<file path="src/rtl/core_bus_master_if.sv">
// AXI4-Lite bus between the ClangPU core initiator and the PS/PL interconnect.
// The master modport is the core side; the slave modport is the interconnect side.
interface core_bus_master_if #(
  parameter int ADDR_W = 32,
  parameter int DATA_W = 32
);
  logic [ADDR_W-1:0]   AWADDR;
  logic [2:0]          AWPROT;
  logic                AWVALID;
  logic                AWREADY;
  logic [DATA_W-1:0]   WDATA;
  logic [DATA_W/8-1:0] WSTRB;
  logic                WVALID;
  logic                WREADY;
  logic [1:0]          BRESP;
  logic                BVALID;
  logic                BREADY;
  logic [ADDR_W-1:0]   ARADDR;
  logic [2:0]          ARPROT;
  logic                ARVALID;
  logic                ARREADY;
  logic [DATA_W-1:0]   RDATA;
  logic [1:0]          RRESP;
  logic                RVALID;
  logic                RREADY;

  modport master (
    output AWADDR, AWPROT, AWVALID, input AWREADY,
    output WDATA, WSTRB, WVALID, input WREADY,
    input BRESP, BVALID, output BREADY,
    output ARADDR, ARPROT, ARVALID, input ARREADY,
    input RDATA, RRESP, RVALID, output RREADY
  );

  modport slave (
    input AWADDR, AWPROT, AWVALID, output AWREADY,
    input WDATA, WSTRB, WVALID, output WREADY,
    output BRESP, BVALID, input BREADY,
    input ARADDR, ARPROT, ARVALID, output ARREADY,
    output RDATA, RRESP, RVALID, input RREADY
  );
endinterface

</file>
<file path="src/rtl/core_bus_master.sv">
// Core-side AXI4-Lite initiator: one outstanding single-beat load/store at a time,
// with a response timeout that abandons the core request and drains the bus silently.
module core_bus_master #(
  parameter int C_M_AXI_DATA_WIDTH = 32,
  parameter int C_M_AXI_ADDR_WIDTH = 32,
  parameter int TIMEOUT_CYCLES     = 1024
) (
  input  logic                            CCLK,
  input  logic                            CRST,
  input  logic                            REQ,
  input  logic                            REQ_WE,
  input  logic [C_M_AXI_ADDR_WIDTH-1:0]   REQ_ADDR,
  input  logic [C_M_AXI_DATA_WIDTH-1:0]   REQ_WDATA,
  input  logic [C_M_AXI_DATA_WIDTH/8-1:0] REQ_WSTRB,
  output logic                            REQ_READY,
  output logic                            RSP_VALID,
  output logic [C_M_AXI_DATA_WIDTH-1:0]   RSP_RDATA,
  output logic [1:0]                      RSP_RESP,
  output logic                            RSP_TIMEOUT,
  core_bus_master_if.master               M_AXI
);

  localparam logic [2:0] S_IDLE    = 3'd0;
  localparam logic [2:0] S_WR_ADDR = 3'd1;
  localparam logic [2:0] S_WR_RESP = 3'd2;
  localparam logic [2:0] S_RD_ADDR = 3'd3;
  localparam logic [2:0] S_RD_DATA = 3'd4;
  localparam logic [2:0] S_DRAIN   = 3'd5;

  localparam logic [31:0] TO_LIMIT = 32'(TIMEOUT_CYCLES);

  logic [2:0]                            state;
  logic                                  we_q;
  logic [C_M_AXI_ADDR_WIDTH-1:0]         addr_q;
  logic [C_M_AXI_DATA_WIDTH-1:0]         wdata_q;
  logic [C_M_AXI_DATA_WIDTH/8-1:0]       wstrb_q;
  logic                                  aw_valid;
  logic                                  w_valid;
  logic                                  b_ready;
  logic                                  ar_valid;
  logic                                  r_ready;
  logic [31:0]                           tcnt;

  logic busy;
  logic aw_done;
  logic w_done;
  logic resp_hs;
  logic timeout_hit;
  logic go_drain;

  assign M_AXI.AWADDR  = addr_q;
  assign M_AXI.AWPROT  = '0;
  assign M_AXI.AWVALID = aw_valid;
  assign M_AXI.WDATA   = wdata_q;
  assign M_AXI.WSTRB   = wstrb_q;
  assign M_AXI.WVALID  = w_valid;
  assign M_AXI.BREADY  = b_ready;
  assign M_AXI.ARADDR  = addr_q;
  assign M_AXI.ARPROT  = '0;
  assign M_AXI.ARVALID = ar_valid;
  assign M_AXI.RREADY  = r_ready;

  // tcnt is 0 in the first cycle after acceptance; deciding at tcnt+2 lands the
  // registered timeout pulse exactly TIMEOUT_CYCLES cycles after acceptance.
  always_comb begin
    busy        = (state != S_IDLE) && (state != S_DRAIN);
    aw_done     = !aw_valid || M_AXI.AWREADY;
    w_done      = !w_valid  || M_AXI.WREADY;
    resp_hs     = ((state == S_WR_RESP) && M_AXI.BVALID) ||
                  ((state == S_RD_DATA) && M_AXI.RVALID);
    timeout_hit = (TO_LIMIT != '0) && ((tcnt + 32'd2) >= TO_LIMIT);
    go_drain    = busy && timeout_hit && !resp_hs;
  end

  always_ff @(posedge CCLK or posedge CRST) begin
    if (CRST) begin
      state       <= S_IDLE;
      REQ_READY   <= 1'b1;
      RSP_VALID   <= 1'b0;
      RSP_TIMEOUT <= 1'b0;
      RSP_RDATA   <= '0;
      RSP_RESP    <= '0;
      we_q        <= 1'b0;
      addr_q      <= '0;
      wdata_q     <= '0;
      wstrb_q     <= '0;
      aw_valid    <= 1'b0;
      w_valid     <= 1'b0;
      b_ready     <= 1'b0;
      ar_valid    <= 1'b0;
      r_ready     <= 1'b0;
      tcnt        <= '0;
    end else begin
      RSP_VALID   <= 1'b0;
      RSP_TIMEOUT <= 1'b0;

      // Address/data channels retire on their own handshake in every non-idle
      // state, DRAIN included, since a raised VALID may not be withdrawn.
      if (state != S_IDLE) begin
        if (aw_valid && M_AXI.AWREADY) aw_valid <= 1'b0;
        if (w_valid  && M_AXI.WREADY)  w_valid  <= 1'b0;
        if (ar_valid && M_AXI.ARREADY) ar_valid <= 1'b0;
      end
      if (busy) tcnt <= tcnt + 32'd1;

      case (state)
        S_IDLE: begin
          if (REQ) begin
            REQ_READY <= 1'b0;
            we_q      <= REQ_WE;
            addr_q    <= REQ_ADDR;
            wdata_q   <= REQ_WDATA;
            wstrb_q   <= REQ_WSTRB;
            tcnt      <= '0;
            if (REQ_WE) begin
              aw_valid <= 1'b1;
              w_valid  <= 1'b1;
              state    <= S_WR_ADDR;
            end else begin
              ar_valid <= 1'b1;
              state    <= S_RD_ADDR;
            end
          end
        end
        S_WR_ADDR: begin
          if (aw_done && w_done) begin
            b_ready <= 1'b1;
            state   <= S_WR_RESP;
          end
        end
        S_WR_RESP: begin
          if (M_AXI.BVALID) begin
            b_ready   <= 1'b0;
            RSP_VALID <= 1'b1;
            RSP_RESP  <= M_AXI.BRESP;
            REQ_READY <= 1'b1;
            state     <= S_IDLE;
          end
        end
        S_RD_ADDR: begin
          if (M_AXI.ARREADY) begin
            r_ready <= 1'b1;
            state   <= S_RD_DATA;
          end
        end
        S_RD_DATA: begin
          if (M_AXI.RVALID) begin
            r_ready   <= 1'b0;
            RSP_VALID <= 1'b1;
            RSP_RDATA <= M_AXI.RDATA;
            RSP_RESP  <= M_AXI.RRESP;
            REQ_READY <= 1'b1;
            state     <= S_IDLE;
          end
        end
        S_DRAIN: begin
          if ((b_ready && M_AXI.BVALID) || (r_ready && M_AXI.RVALID)) begin
            b_ready   <= 1'b0;
            r_ready   <= 1'b0;
            REQ_READY <= 1'b1;
            state     <= S_IDLE;
          end
        end
        default: begin
          state     <= S_IDLE;
          REQ_READY <= 1'b1;
        end
      endcase

      // Timeout overrides whatever the busy state chose, except a response
      // handshake in the same cycle (excluded from go_drain).
      if (go_drain) begin
        state       <= S_DRAIN;
        RSP_VALID   <= 1'b1;
        RSP_TIMEOUT <= 1'b1;
        RSP_RESP    <= '0;
        b_ready     <= we_q;
        r_ready     <= !we_q;
      end
    end
  end

endmodule

</file>
<file path="src/flat_wrapper.sv">
// flat-port wrapper written by rule: the top's interface ports become plain ports
module core_bus_master_flat 
#(
  parameter int C_M_AXI_DATA_WIDTH = 32,
  parameter int C_M_AXI_ADDR_WIDTH = 32,
  parameter int TIMEOUT_CYCLES     = 1024
)
  (CCLK, CRST, REQ, REQ_WE, REQ_ADDR, REQ_WDATA, REQ_WSTRB, REQ_READY, RSP_VALID, RSP_RDATA, RSP_RESP, RSP_TIMEOUT, M_AXI_AWADDR, M_AXI_AWPROT, M_AXI_AWVALID, M_AXI_AWREADY, M_AXI_WDATA, M_AXI_WSTRB, M_AXI_WVALID, M_AXI_WREADY, M_AXI_BRESP, M_AXI_BVALID, M_AXI_BREADY, M_AXI_ARADDR, M_AXI_ARPROT, M_AXI_ARVALID, M_AXI_ARREADY, M_AXI_RDATA, M_AXI_RRESP, M_AXI_RVALID, M_AXI_RREADY);
  core_bus_master_if #(.ADDR_W(32), .DATA_W(32)) M_AXI_i ();
  input  logic CCLK;
  input  logic CRST;
  input  logic REQ;
  input  logic REQ_WE;
  input  logic [C_M_AXI_ADDR_WIDTH-1:0] REQ_ADDR;
  input  logic [C_M_AXI_DATA_WIDTH-1:0] REQ_WDATA;
  input  logic [C_M_AXI_DATA_WIDTH/8-1:0] REQ_WSTRB;
  output logic REQ_READY;
  output logic RSP_VALID;
  output logic [C_M_AXI_DATA_WIDTH-1:0] RSP_RDATA;
  output logic [1:0] RSP_RESP;
  output logic RSP_TIMEOUT;
  output wire logic [$bits(M_AXI_i.AWADDR)-1:0] M_AXI_AWADDR;
  output wire logic [$bits(M_AXI_i.AWPROT)-1:0] M_AXI_AWPROT;
  output wire logic [$bits(M_AXI_i.AWVALID)-1:0] M_AXI_AWVALID;
  input wire logic [$bits(M_AXI_i.AWREADY)-1:0] M_AXI_AWREADY;
  output wire logic [$bits(M_AXI_i.WDATA)-1:0] M_AXI_WDATA;
  output wire logic [$bits(M_AXI_i.WSTRB)-1:0] M_AXI_WSTRB;
  output wire logic [$bits(M_AXI_i.WVALID)-1:0] M_AXI_WVALID;
  input wire logic [$bits(M_AXI_i.WREADY)-1:0] M_AXI_WREADY;
  input wire logic [$bits(M_AXI_i.BRESP)-1:0] M_AXI_BRESP;
  input wire logic [$bits(M_AXI_i.BVALID)-1:0] M_AXI_BVALID;
  output wire logic [$bits(M_AXI_i.BREADY)-1:0] M_AXI_BREADY;
  output wire logic [$bits(M_AXI_i.ARADDR)-1:0] M_AXI_ARADDR;
  output wire logic [$bits(M_AXI_i.ARPROT)-1:0] M_AXI_ARPROT;
  output wire logic [$bits(M_AXI_i.ARVALID)-1:0] M_AXI_ARVALID;
  input wire logic [$bits(M_AXI_i.ARREADY)-1:0] M_AXI_ARREADY;
  input wire logic [$bits(M_AXI_i.RDATA)-1:0] M_AXI_RDATA;
  input wire logic [$bits(M_AXI_i.RRESP)-1:0] M_AXI_RRESP;
  input wire logic [$bits(M_AXI_i.RVALID)-1:0] M_AXI_RVALID;
  output wire logic [$bits(M_AXI_i.RREADY)-1:0] M_AXI_RREADY;
  assign M_AXI_AWADDR = M_AXI_i.AWADDR;
  assign M_AXI_AWPROT = M_AXI_i.AWPROT;
  assign M_AXI_AWVALID = M_AXI_i.AWVALID;
  assign M_AXI_i.AWREADY = M_AXI_AWREADY;
  assign M_AXI_WDATA = M_AXI_i.WDATA;
  assign M_AXI_WSTRB = M_AXI_i.WSTRB;
  assign M_AXI_WVALID = M_AXI_i.WVALID;
  assign M_AXI_i.WREADY = M_AXI_WREADY;
  assign M_AXI_i.BRESP = M_AXI_BRESP;
  assign M_AXI_i.BVALID = M_AXI_BVALID;
  assign M_AXI_BREADY = M_AXI_i.BREADY;
  assign M_AXI_ARADDR = M_AXI_i.ARADDR;
  assign M_AXI_ARPROT = M_AXI_i.ARPROT;
  assign M_AXI_ARVALID = M_AXI_i.ARVALID;
  assign M_AXI_i.ARREADY = M_AXI_ARREADY;
  assign M_AXI_i.RDATA = M_AXI_RDATA;
  assign M_AXI_i.RRESP = M_AXI_RRESP;
  assign M_AXI_i.RVALID = M_AXI_RVALID;
  assign M_AXI_RREADY = M_AXI_i.RREADY;
  core_bus_master #(.C_M_AXI_DATA_WIDTH(C_M_AXI_DATA_WIDTH), .C_M_AXI_ADDR_WIDTH(C_M_AXI_ADDR_WIDTH), .TIMEOUT_CYCLES(TIMEOUT_CYCLES)) u_core (.CCLK(CCLK), .CRST(CRST), .REQ(REQ), .REQ_WE(REQ_WE), .REQ_ADDR(REQ_ADDR), .REQ_WDATA(REQ_WDATA), .REQ_WSTRB(REQ_WSTRB), .REQ_READY(REQ_READY), .RSP_VALID(RSP_VALID), .RSP_RDATA(RSP_RDATA), .RSP_RESP(RSP_RESP), .RSP_TIMEOUT(RSP_TIMEOUT), .M_AXI(M_AXI_i));
endmodule
</file>
<file path="config.mk">
export PLATFORM = sky130hd
export DESIGN_NAME = core_bus_master_flat
export DESIGN_NICKNAME = d
export VERILOG_FILES = /design/src/rtl/core_bus_master_if.sv /design/src/rtl/core_bus_master.sv /design/src/flat_wrapper.sv
export SDC_FILE = /design/constraint.sdc
export NUM_CORES = 1
export LEC_CHECK = 0
export ABC_AREA = 1
export CAP_MARGIN = 15
export CORE_ASPECT_RATIO = 1.1
export CORE_MARGIN = 3
export CORE_UTILIZATION = 35
export DETAILED_ROUTE_END_ITERATION = 8
export DONT_BUFFER_PORTS = 1
export MAX_ROUTING_LAYER = met4
export PLACE_DENSITY = 0.49
export RECOVER_POWER = 25
export SKIP_CTS_REPAIR_TIMING = 1
export SLEW_MARGIN = 10
export SYNTH_ARGS = -nofsm -noshare
export SYNTH_HDL_FRONTEND = slang
export SYNTH_SLANG_ARGS = --single-unit
export TNS_END_PERCENT = 10
</file>
<file path="constraint.sdc">
create_clock -name CCLK -period 5.3 [get_ports CCLK]
set_clock_uncertainty 0.2 [all_clocks]
set_input_delay 0.265 -clock CCLK [delete_from_list [all_inputs] [get_ports CCLK]]
set_output_delay 0.265 -clock CCLK [all_outputs]
set_load 0.03 [all_outputs]
</file>
# --- Word-level counts from Yosys, hierarchy flattened ---
# Cells that the tools add are included.
word_totals:
  in_bits: 113
  n_memories: 0
  mem_bits_rw: 0
  latch_bits: 0
  ff_bits: 146
  romBits: 0
classes:
  n_addsub: 2
  bitwise_logic: 1
  n_mux: 50
  n_div: 0
  shifts: 0
  eq_ne: 16
  mul: 0
  reduce_logical: 32
  order_cmp: 1
op_table:
  columns: ["op", "count"]
  rows:
  - ["32-bit 2-to-1 mux", 3]
  - ["32-bit by 1-bit adder with 32-bit output, second input constant", 1]
  - ["32-bit by 2-bit adder with 32-bit output, second input constant", 1]
  - ["32-bit by 11-bit greater-or-equal comparator with 1-bit output, second input constant", 1]
  - ["1-bit 2-to-1 mux", 30]
  - ["3-bit 2-to-1 mux", 7]
  - ["3-bit one-hot mux with 6 select lines", 1]
  - ["3-bit by 2-bit != test with 1-bit output, second input constant", 4]
  - ["1-bit logical AND", 11]
  - ["2-bit 2-to-1 mux", 4]
  - ["4-bit AND reduction", 2]
  - ["4-bit nonzero test", 2]
  - ["3-bit by 2-bit == test with 1-bit output, second input constant", 2]
  - ["3-bit == test, second input constant", 2]
  - ["2-bit != test, second input constant", 3]
  - ["3-bit by 1-bit != test with 1-bit output, second input constant", 2]
  - ["1-bit one-hot mux with 3 select lines", 2]
  - ["6-bit AND reduction", 1]
  - ["3-bit nonzero test", 2]
  - ["1-bit one-hot mux with 5 select lines", 1]
  - ["5-bit AND reduction", 1]
  - ["1-bit logical NOT", 4]
  - ["1-bit logical OR", 4]
  - ["2-bit one-hot mux with 2 select lines", 1]
  - ["other kinds (9)", 10]

# --- Longest topological paths before layout ---
# Gate-level depths: netlist of run 1.
depth:
  ltp_word: 7
  ltp_mapped: 18

# --- Least setup slack after synthesis of run 1 ---
# OpenSTA, ideal clock, no wires.
synth_timing:
  path_type: "register to register"
  start: "reg u_core.tcnt[1]"
  end: "reg u_core.b_ready (netlist: u_core.M_AXI.BREADY)"
  setup_time_ps: 118
  arrival_time_ps: 1964
  required_time_ps: 4982
  path_slack_ps: 3018
  synth_period_minus_slack_ps: 2282
  path_buffers: 1
  stages_incl_launch_ff: 18
  cell_sequence: "dfrtp_1 > ha_1 > inv_1 > nor2_4 > nand2_4 > nor2_8 > nand2_2 > nand2_1 > nand2_1 > nor2_1 > nand2_1 > nor2_1 > nand3_2 > nand2_2 > buf_6 > nand3_1 > nand3_1 > nand2_1"
synth_via:
  elab_chain_cells: 6
  elab_cells_between_ends: 10
  cone_classes: "add/sub: 1; order compare: 1; eq/ne: 3; mux: 1; reduce/logical: 4"
synth_lines:
  columns: ["item", "line_no", "rtl"]
  rows:
  - ["start: declaration", "core_bus_master.sv:42", "logic [31:0] tcnt;"]
  - ["start signal: assignment", "core_bus_master.sv:104", "if (busy) tcnt <= tcnt + 32'd1;"]
  - ["32-bit by 2-bit adder with 32-bit output *", "core_bus_master.sv:71", "timeout_hit = (TO_LIMIT != '0) && ((tcnt + 32'd2) >= TO_LIMIT);"]
  - ["32-bit by 11-bit greater-or-equal comparator with 1-bit output *", "core_bus_master.sv:71", null]
  - ["1-bit logical AND * (2 in series)", "core_bus_master.sv:72", "go_drain = busy && timeout_hit && !resp_hs;"]
  - ["3-bit by 1-bit != test with 1-bit output (no source line), or another cell as far along", null, null]
  - ["4-bit AND reduction (no source line)", null, null]
  - ["end signal: assignment", "core_bus_master.sv:177", "b_ready <= we_q;"]
  - ["end: declaration", "core_bus_master.sv:39", "logic b_ready;"]
# Every way passes the cells marked *; elsewhere a longest branch is shown, timed or not.
# A chain may end at the register's enable or synchronous reset.

# --- Worst setup path in the final report of run 1 ---
layout_timing:
  start: "reg u_core.tcnt[21]"
  end: "reg u_core.RSP_RESP[0]"
layout_via:
  elab_chain_cells: 6
  elab_cells_between_ends: 9
  cone_classes: "add/sub: 1; order compare: 1; eq/ne: 2; mux: 1; reduce/logical: 4"
layout_lines:
  columns: ["item", "line_no", "rtl"]
  rows:
  - ["32-bit by 2-bit adder with 32-bit output *", "core_bus_master.sv:71", null]
  - ["32-bit by 11-bit greater-or-equal comparator with 1-bit output *", "core_bus_master.sv:71", null]
  - ["1-bit logical AND * (2 in series)", "core_bus_master.sv:72", null]
  - ["3-bit by 2-bit != test with 1-bit output (no source line) or 3-bit nonzero test (tied branches)", null, null]
  - ["3-bit AND reduction (no source line)", null, null]
  - ["end signal: assignment", "core_bus_master.sv:135", "RSP_RESP <= M_AXI.BRESP;"]
  - ["end signal: assignment", "core_bus_master.sv:151", "RSP_RESP <= M_AXI.RRESP;"]
  - ["end: declaration", "core_bus_master.sv:18", "output logic [1:0] RSP_RESP,"]
# Marked as above.

==> results of run 1 <==
==> worst max path at each step <==
| stage | startpoint | end | slack (ns) | cells past startpoint |
|---|---|---|---|---|
| detailed placement | u_core.tcnt[1] | u_core.state[0] | 2.59 | 17 |
| CTS | u_core.tcnt[21] | u_core.state[2] | 2.55 | 16 |
| finish | u_core.tcnt[21] | u_core.RSP_RESP[0] | 2.25 | 15 |
| global placement | u_core.tcnt[13] | u_core.state[2] | 2.57 | 16 |
| global route | u_core.tcnt[1] | u_core.RSP_RESP[0] | 1.95 | 16 |
| floorplan | CRST | u_core.M_AXI.ARADDR[0] | 0.91 | 1 |
==> worst register-to-register path, cell delays in order, from the launching register on <==
cell and delay, ns:
dfrtp_1 0.48, nand2_2 0.12, nor2_2 0.24, nand2_1 0.15, nor2_1 0.21, nand2_1 0.07, nand2_1 0.06, nand2_1 0.04
inv_1 0.07, nand3_1 0.09, nor2_1 0.14, nand3_2 0.14, nand2_2 0.23, nand3_1 0.10, o31ai_1 0.08, dlygate4sd3_1 0.57
==> per-stage QoR <==
step | cells | util (%) | total power, mW | hold slack, ns
after CTS | 1110 | 39.1 | 5.21 | -0.267
after global placement | 1078 | 36.0 | 3.95 | 0.184
after global routing | 1221 | 44.6 | 5.58 | 0.0851
after floorplan | 882 | - | 3.81 | 0.177
final | 1221 | 44.6 | 5.25 | 0.0560
after detailed placement | 1078 | 36.0 | 3.97 | 0.188
==> placed cells by master (no fill, tap or decap), drive strengths merged, types with 4 or more instances in the layout <==
| master | instances |
|---|---|
| mux2 | 32 |
| xor2 | 4 |
| nand4 | 9 |
| nand2 | 345 |
| dlygate4sd3 | 111 |
| nor3 | 14 |
| xnor2 | 4 |
| inv | 68 |
| clkinv | 7 |
| buf | 4 |
| dfrtp | 145 |
| a21oi | 27 |
| nor2 | 93 |
| nand3 | 33 |
| o21ai | 23 |
| clkbuf | 18 |
| conb | 6 |
==> flip-flops by register name, indices dropped and copies added (netlist names) <==
register	flops
u_core.M_AXI.WDATA	32
u_core.M_AXI.BREADY	1
u_core.RSP_VALID	1
u_core.state	3
u_core.REQ_READY	1
u_core.RSP_RESP	2
u_core.M_AXI.WSTRB	4
u_core.RSP_TIMEOUT	1
u_core.RSP_RDATA	32
u_core.M_AXI.RREADY	1
u_core.we_q	1
u_core.tcnt	32
u_core.M_AXI.WVALID	1
u_core.M_AXI.ARADDR	32
u_core.M_AXI.AWVALID	1
u_core.M_AXI.ARVALID	1
==> per-layer routing <==
metal / GRT usage, % / routed length (um) / vias to the layer above
met4: 5.66 / 281 / 0
met1: 20.4 / 8080 / 2746
met3: 4.25 / 1090 / 19
met2: 25.2 / 9440 / 204
met5: - / 0 / -
li1: - / - / 2875
==> kinds of logic after synthesis <==
logic type | count (synthesis) | share of synthesized area [%]
flip-flops | 146 | 50.7
AO/OA/AOI/OAI | 63 | 4.83
adder cells (fa/ha/maj) | 3 | 0.521
XOR/XNOR | 8 | 0.972
buffers and inverters | 124 | 8.54
other | 1 | 0.0520
multiplexers | 32 | 5.00
AND/OR/NAND/NOR | 500 | 29.4
==> area by class of cell <==
type	instances	area, um2
fill	1927	11100
sequential	146	3650
multi-input combinational	612	2960
timing repair buffer	115	1140
clock buffer	18	429
tap	252	315
inverter	64	245
clock inverter	14	173
==> where the power goes <==
| part | switching, mW | internal [mW] |
|---|---|---|
| logic | 0.630 | 0.435 |
| clock network | 0.517 | 0.711 |
| registers | 1.43 | 1.53 |
| total | 2.58 | 2.68 |
==> flow_summary.ini, run 1 <==
[global_routing]
grt_max_degree = 102
grt_antenna_before_repair = 0
grt_pass1_wl_um = 27700
grt_usage_pct = 16.2
grt_overflow = 0
grt_pass1_vias = 5209

[layout]
fin_nets = 1072
drive_above_1_share_pct = 10.6
antennaDiodeCount = 0
area_delta_synth_final_pct = 23.8
final_area_mm2 = 0.00892

[critical_path]
rr_startpoint = u_core.tcnt[21]
cp.arrival_ns = 3.20
crit_top_cell = nand2_1
cp_slowest_stage_delay_ns = 0.57
start_kind = flip-flop
r2r_end = u_core.RSP_RESP[0]
crit_chain = nand2_2 -> nor2_2 -> nand2_1 -> nor2_1 -> nand2_1 -> nand2_1 -> nand2_1 -> inv_1 -> nand3_1 -> nor2_1 -> nand3_2 -> nand2_2 -> nand3_1 -> o31ai_1 -> dlygate4sd3_1
reg2reg_depth = 15
worstSetupEndpointType = flip-flop
worst_path_dominant_cell_family = simple AND/OR/NAND/NOR gates
cp_num_buf_inv = 2
cp.required_ns = 5.46
critical-path-slowest-cell = dlygate4sd3_1
worstSetupPathType = flip-flop to flip-flop
rrSetupSlack_ns = 2.25
cp_max_fo = 11

[timing]
post-route-period-util_pct = 57.5
tightestPinTransition_ns = 0.923
slew_headroom_pct = 38.5
fmax_ghz = 0.328
finalCriticalPeriod_ns = 3.05
setup_ws_ns = 2.25
setup_viol = 0
hold_viol = 0
fin_setup_tns_ns = 0
rsz0062_at_grt = false
slew_violations = 0

[die]
io-pin-count = 261
initial_utilization_pct = 36.0
dieHeight_um = 157
die_area_mm2 = 0.0224
coreArea_mm2 = 0.0200
die_width_um = 143
row_count = 54

[clock_network]
cts_max_level = 4
cts_tree = yes
numClockSinks = 146
clk_pin_slew_ns = 0.06
cts_root_buffer = clkbuf_16
clk_latency_ns = 0.42
cts_buffer_depth = 2
cts-buffers-inserted = 17

[power]
leakage_nw = 4.22
p_per_area_mw_per_mm2 = 589
ir_drop_mv = 0.343

[place]
dpl_cell_area_mm2 = 0.00721
port_buffers = 0
place_ws_ns = 2.59
gp_congestion = 0.869
dp_hpwl_um = 12800

[worst_hold_path]
whs_endpoint = u_core.tcnt[9]
hp-class = input port to flip-flop
hold_start = REQ
hold_depth = 5

[drt]
drt-total-wl_um = 18900
vias = 5844
drt-initial-drc-count = 371
dr.pass1.iters = 5
wl_per_cell_um = 15.5
viasPerCell = 4.79
postRouteAntennaNets = 0
route.detailed.drc = 0

[logic_synthesis]
syn_area_per_cell_um2 = 8.22
yosysWarnings = 0
synth_edf_count = 0
synth-seq-cells = 146
synth_flop_cell = dfrtp_1
syn_area_mm2 = 0.00721
synth_area_leader_cell = dfrtp_1
yosysSeqAreaShare_pct = 50.7
synth_top_area_share_pct = 50.3
synth_async_sr_flop_share_pct = 100
synth_common_cells = 334 x nand2_1, 145 x dfrtp_1, 74 x nor2_1
synth.most_common_cell = nand2_1
syn_inst = 877
yosys-top-cells-area = dfrtp_1 50%, nand2_1 17%, mux2_2 5.0%, buf_4 4.0%, nor2_1 3.9%
ys_types = 36

[flow_run]
max_cap_viol_count = 0

[status]
status = finished clean
Note: power is estimated with default switching activity, not from simulation.
==> inputs of run 2 (changes only) <==
--- a/config.mk
+++ b/config.mk
@@ -5,7 +5,7 @@
 export SDC_FILE = /design/constraint.sdc
 export NUM_CORES = 1
 export LEC_CHECK = 0
-export ABC_AREA = 1
+export ABC_AREA = 0
 export CAP_MARGIN = 15
 export CORE_ASPECT_RATIO = 1.1
 export CORE_MARGIN = 3
@@ -13,7 +13,7 @@
 export DETAILED_ROUTE_END_ITERATION = 8
 export DONT_BUFFER_PORTS = 1
 export MAX_ROUTING_LAYER = met4
-export PLACE_DENSITY = 0.49
+export PLACE_DENSITY = 0.51
 export RECOVER_POWER = 25
 export SKIP_CTS_REPAIR_TIMING = 1
 export SLEW_MARGIN = 10
==> constraint.sdc (replaced) <==
create_clock -name CCLK -period 2.8 [get_ports CCLK]
set_clock_uncertainty 0.2 [all_clocks]
set_input_delay 0.14 -clock CCLK [delete_from_list [all_inputs] [get_ports CCLK]]
set_output_delay 0.14 -clock CCLK [all_outputs]
set_load 0.03 [all_outputs]
==> flow_summary.ini, run 2 <==
[logic_synthesis]
ys_types = 62
syn_area_per_cell_um2 = 11.4
syn_inst = 626
synth.most_common_cell = dfrtp_1
synth_common_cells = 145 x dfrtp_1, 102 x mux2_2, 57 x nor2_1
synth_top_area_share_pct = 50.7
yosys-top-cells-area = dfrtp_1 51%, mux2_2 16%, buf_4 4.1%, nor2_1 3.0%, xnor2_1 2.4%
synth-seq-cells = 146
synth_area_leader_cell = dfrtp_1
syn_area_mm2 = 0.00715
yosysSeqAreaShare_pct = 51.1
synth_flop_cell = dfrtp_1
synth_edf_count = 0
yosysWarnings = 0
synth_async_sr_flop_share_pct = 100

[place]
dp.cells = 886
dp_hpwl_um = 12900
port_buffers = 0
gp_congestion = 0.854

[drt]
wl_per_cell_um = 18.1
viasPerCell = 5.11
drt-total-wl_um = 18800
postRouteAntennaNets = 0
vias = 5296
dr.pass1.iters = 4
drt-initial-drc-count = 329
route.detailed.drc = 0

[layout]
fill_cells = 1737
layout_common_cells = 143 x dfrtp_1, 115 x dlygate4sd3_1, 102 x mux2_2, 75 x buf_4, 55 x nor2_1
antennaDiodeCount = 0
final_common_cell = dfrtp_1
finalNonFillerCells = 1036
multi_input_area_mm2 = 0.00306
fin_nets = 887
drive_above_1_share_pct = 30.5
area_delta_synth_final_pct = 32.7
regArea_mm2 = 0.00366

[critical_path]
crit_top_cell = buf_4
worstSetupPathType = flip-flop to flip-flop
rr_startpoint = u_core.tcnt[2]
critical-path-slowest-cell = dfrtp_1
rrSetupSlack_ns = -0.06
cp.arrival_ns = 2.98
cp.required_ns = 2.91
cp_slowest_stage_delay_ns = 0.39
r2r_end = u_core.RSP_RESP[0]
crit_chain = nand3_2 -> buf_4 -> nor4_4 -> buf_4 -> or3b_4 -> o2bb2ai_2 -> nor4_4 -> a31oi_4 -> buf_4 -> a311oi_1
cp_num_buf_inv = 3
reg2reg_depth = 10
worst_path_dominant_cell_family = simple AND/OR/NAND/NOR gates
cp_max_fo = 5
worstSetupEndpointType = flip-flop
start_kind = flip-flop

[global_routing]
grt_pass1_wl_um = 28100
grt_usage_pct = 16.4
grt_pass1_vias = 5238
grt_antenna_before_repair = 0
grt_max_degree = 147
grt_overflow = 0

[die]
coreArea_mm2 = 0.0199
io-pin-count = 261
die_area_mm2 = 0.0222
die_width_um = 142
initial_utilization_pct = 35.9
dieHeight_um = 156
row_count = 54

[power]
leakage_nw = 3.98
ir_drop_mv = 0.658
p_per_area_mw_per_mm2 = 1290

[clock_network]
cts_buffer_depth = 2
clk_pin_slew_ns = 0.06
cts_max_level = 4
cts_tree = yes
cts-buffers-inserted = 17
numClockSinks = 146
cts_root_buffer = clkbuf_16
clk_latency_ns = 0.42

[timing]
setup_ws_ns = -0.0645
post-route-period-util_pct = 102
fmax_ghz = 0.349
slew_headroom_pct = -32.0
hold_viol = 1
tightestPinTransition_ns = 1.98
rsz0062_at_grt = true
finalCriticalPeriod_ns = 2.86
slew_violations = 147
setup_viol = 5
hold-worst-slack_ns = -0.0569
fin_setup_tns_ns = -0.182

[worst_hold_path]
hold_depth = 6
hold_start = REQ
whs_endpoint = u_core.REQ_READY
hp-class = input port to flip-flop

[status]
failed_checks = hold timing, capacitance limit, slew limit, setup timing
status = finished, violations left

[flow_run]
max_cap_viol_count = 1
run 2: logic make-up after synthesis:
kind of cell / count (synthesis) / share of synthesized area [%]
and+or+nand+nor: 179 / 13.4
AOI/OAI and AO/OA: 71 / 7.49
xor gates and xnor gates: 32 / 3.92
buffers and inverters: 89 / 6.93
other: 1 / 0.0524
adders and majority gates: 3 / 0.525
DFF: 146 / 51.1
muxes: 105 / 16.6
run 2: worst min-delay path, delay by kind of cell:
family	cells	cell delay (ns)
simple gates	4	0.30
compound gates	2	0.11
run 2: layer usage:
layer	part of all wire [%]	routed length, um	track usage [%]	vias up
li1	-	-	-	2471
met1	40	7490	19.4	2623
met2	53	9880	26.4	171
met3	5.5	1040	5.12	31
met4	2.0	369	5.80	0
met5	0	0	-	-
run 2: how the worst max path moves through the flow:
| stage | startpoint | endpoint | slack [ns] | cells after the start |
|---|---|---|---|---|
| after floorplan | u_core.tcnt[2] | u_core.M_AXI.BREADY | 0.01 | 8 |
| after global placement | u_core.tcnt[10] | u_core.M_AXI.BREADY | 0.01 | 7 |
| after detailed placement | u_core.tcnt[10] | u_core.RSP_RESP[1] | -0.04 | 8 |
| after CTS | u_core.tcnt[10] | u_core.RSP_RESP[1] | -0.06 | 8 |
| after global routing | u_core.tcnt[5] | u_core.RSP_RESP[0] | -0.16 | 10 |
| final | u_core.tcnt[2] | u_core.RSP_RESP[0] | -0.06 | 10 |
run 2: stage by stage:
stage	hold WS (ns)	util, %	area [um2]	power, mW	worst slack [ns]
after floorplan	0.0485	-	7170	8.74	0.0132
after global placement	0.0603	38.4	7660	9.55	0.0144
after detailed placement	0.0583	38.4	7660	9.67	-0.0366
after CTS	-0.398	41.6	8280	12.1	-0.0615
after global routing	0.00342	47.6	9490	12.9	-0.163
final	-0.0569	47.6	9490	12.2	-0.0645
run 2: layout make-up:
type / instances / share of cell area [%]
clock buffers: 17 / 4.48
clock inverters: 15 / 2.08
repair buffers: 194 / 18.6
inverters: 16 / 0.673
multi-input cells: 396 / 32.3
well taps: 252 / 3.32
flip-flops and latches: 146 / 38.5
run 2: report_power, final:
part | switching, mW | internal, mW | total, mW
Sequential | 2.98 | 3.11 | 6.10
Clock | 0.999 | 1.37 | 2.36
Combinational | 1.73 | 2.02 | 3.76
Total | 5.72 | 6.50 | 12.2
==> inputs of run 3 (changes only) <==
--- a/config.mk
+++ b/config.mk
@@ -13,8 +13,7 @@
 export DETAILED_ROUTE_END_ITERATION = 8
 export DONT_BUFFER_PORTS = 1
 export MAX_ROUTING_LAYER = met4
-export PLACE_DENSITY = 0.51
-export RECOVER_POWER = 25
+export PLACE_DENSITY = 0.54
 export SKIP_CTS_REPAIR_TIMING = 1
 export SLEW_MARGIN = 10
 export SYNTH_ARGS = -nofsm -noshare
==> flow_summary.ini, run 3 (synthesized netlist as in run 2, its figures left out) <==
[timing]
post-route-period-util_pct = 101
finalCriticalPeriod_ns = 2.84
setup_viol = 4
slew_violations = 0
hold-worst-slack_ns = -0.00128
hold_viol = 1
rsz0062_at_grt = true
slew_headroom_pct = 32.1
tightestPinTransition_ns = 1.02
setup_ws_ns = -0.0385
fmax_ghz = 0.352

[critical_path]
cp.arrival_ns = 2.94
start_kind = flip-flop
critical-path-slowest-cell = dfrtp_1
cp_slowest_stage_delay_ns = 0.43
cp.required_ns = 2.90
crit_chain = nand4_4 -> buf_6 -> nor4_4 -> buf_4 -> or3b_4 -> o2bb2ai_2 -> nor4_4 -> a31oi_4 -> mux2_4
worstSetupPathType = flip-flop to flip-flop
cp_max_fo = 6
crit_top_cell = nor4_4
worstSetupEndpointType = flip-flop

[drt]
drt-initial-drc-count = 290
viasPerCell = 5.14
postRouteAntennaNets = 0
drt-total-wl_um = 20500
dr.pass1.iters = 4
vias = 5332
wl_per_cell_um = 19.8
route.detailed.drc = 0

[clock_network]
cts-buffers-inserted = 17
numClockSinks = 146
cts_tree = yes
clk_pin_slew_ns = 0.06
cts_root_buffer = clkbuf_16
cts_max_level = 4
clk_latency_ns = 0.42
cts_buffer_depth = 2

[place]
port_buffers = 0
dp_hpwl_um = 15000
place_ws_ns = -0.120
gp_congestion = 0.916

[power]
power_frac_clock_pct = 19.1
intPower_mw = 6.51
switching_share_pct = 47.1
finalPower_mw = 12.3
p_per_area_mw_per_mm2 = 1290
combinationalPowerShare_pct = 30.9
ir_drop_mv = 0.704
leakage_nw = 4.00
power.switching_mw = 5.80
power_frac_seq_pct = 49.9

[die]
die_width_um = 142
row_count = 54
coreArea_mm2 = 0.0199
dieHeight_um = 156
io-pin-count = 261
die_area_mm2 = 0.0222
initial_utilization_pct = 35.9

[layout]
layout_common_cells = 142 x dfrtp_1, 113 x dlygate4sd3_1, 102 x mux2_2, 75 x buf_4, 55 x nor2_1
area_delta_synth_final_pct = 33.4
final_common_cell = dfrtp_1
antennaDiodeCount = 0
drive_above_1_share_pct = 31.2
fin_nets = 889
fill_cells = 1758

[global_routing]
grt_overflow = 0
grt_pass1_vias = 5204
grt_pass1_wl_um = 29800
grt_max_degree = 54
grt_antenna_before_repair = 0
grt_usage_pct = 18.0

[status]
failed_checks = hold timing, setup timing
status = finished, violations left

[worst_hold_path]
hp-class = input port to flip-flop

[flow_run]
max_cap_viol_count = 0
run 3: cell types whose count changed in the layout (fill, tap and decap cells not counted), moves of 2 or more:
cell / previous run / this run
buf_12: 1 / 4
buf_6: 2 / 4
dlygate4sd3_1: 115 / 113
inv_6: 2 / 4
run 3: worst paths after layout:
| check | slack, ns | startpoint | cells past startpoint | to |
|---|---|---|---|---|
| setup / recovery | -0.04 | u_core.tcnt[12] | 9 | u_core.M_AXI.BREADY |
| hold / removal | -0.001 | REQ | 6 | u_core.REQ_READY |
| setup reg to reg | -0.04 | u_core.tcnt[12] | 9 | u_core.M_AXI.BREADY |
| hold reg to reg | 0.34 | u_core.we_q | 1 | u_core.M_AXI.RREADY |
| max in group asynchronous | 1.34 | CRST | 3 | u_core.REQ_READY |
| min in group asynchronous | 0.22 | CRST | 2 | u_core.M_AXI.ARADDR[7] |
run 3: power groups by stage:
stage | logic, mW | registers, mW | clock network [mW]
after floorplan | 3.39 | 5.35 | 0
after global placement | 3.47 | 6.16 | 0
after detailed placement | 3.58 | 6.18 | 0
after CTS | 3.58 | 6.16 | 2.42
after global routing | 4.19 | 6.30 | 2.50
final | 3.81 | 6.15 | 2.35
run 3: worst max-delay path, delay by kind of cell (launching register included):
family,cells,cell delay (ns)
simple gates,4,1.12
flops,1,0.43
compound gates,2,0.35
mux,1,0.33
buf+inv,2,0.30
run 3: layout make-up:
class                   count  area, um2  area share [%]
clock inverters            14        185            1.94
clock buffers              17        425            4.46
well taps                 252        315            3.31
repair buffers            196       1820            19.1
multi-input cells         396       3070            32.2
inverters                  16       63.8           0.669
flip-flops and latches    146       3660            38.4
run 3: stage by stage:
step	std cells	util, %	setup TNS [ns]	instance area (um2)	hold WS [ns]
after CTS	921	41.8	-0.299	8320	-0.386
after floorplan	631	-	0	7170	0.0485
after global placement	890	38.7	0	7710	0.0430
final	1037	47.9	-0.113	9540	-0.00128
after detailed placement	890	38.7	-0.173	7710	0.0593
after global routing	1037	47.9	-0.897	9540	0.00525
run 3: per-layer routing:
layer / track usage [%] / wire length, um / vias to the layer above
li1: - / - / 2475
met1: 21.0 / 8380 / 2664
met2: 29.2 / 10700 / 174
met3: 5.86 / 1130 / 19
met4: 6.17 / 320 / 0
met5: - / 0 / -
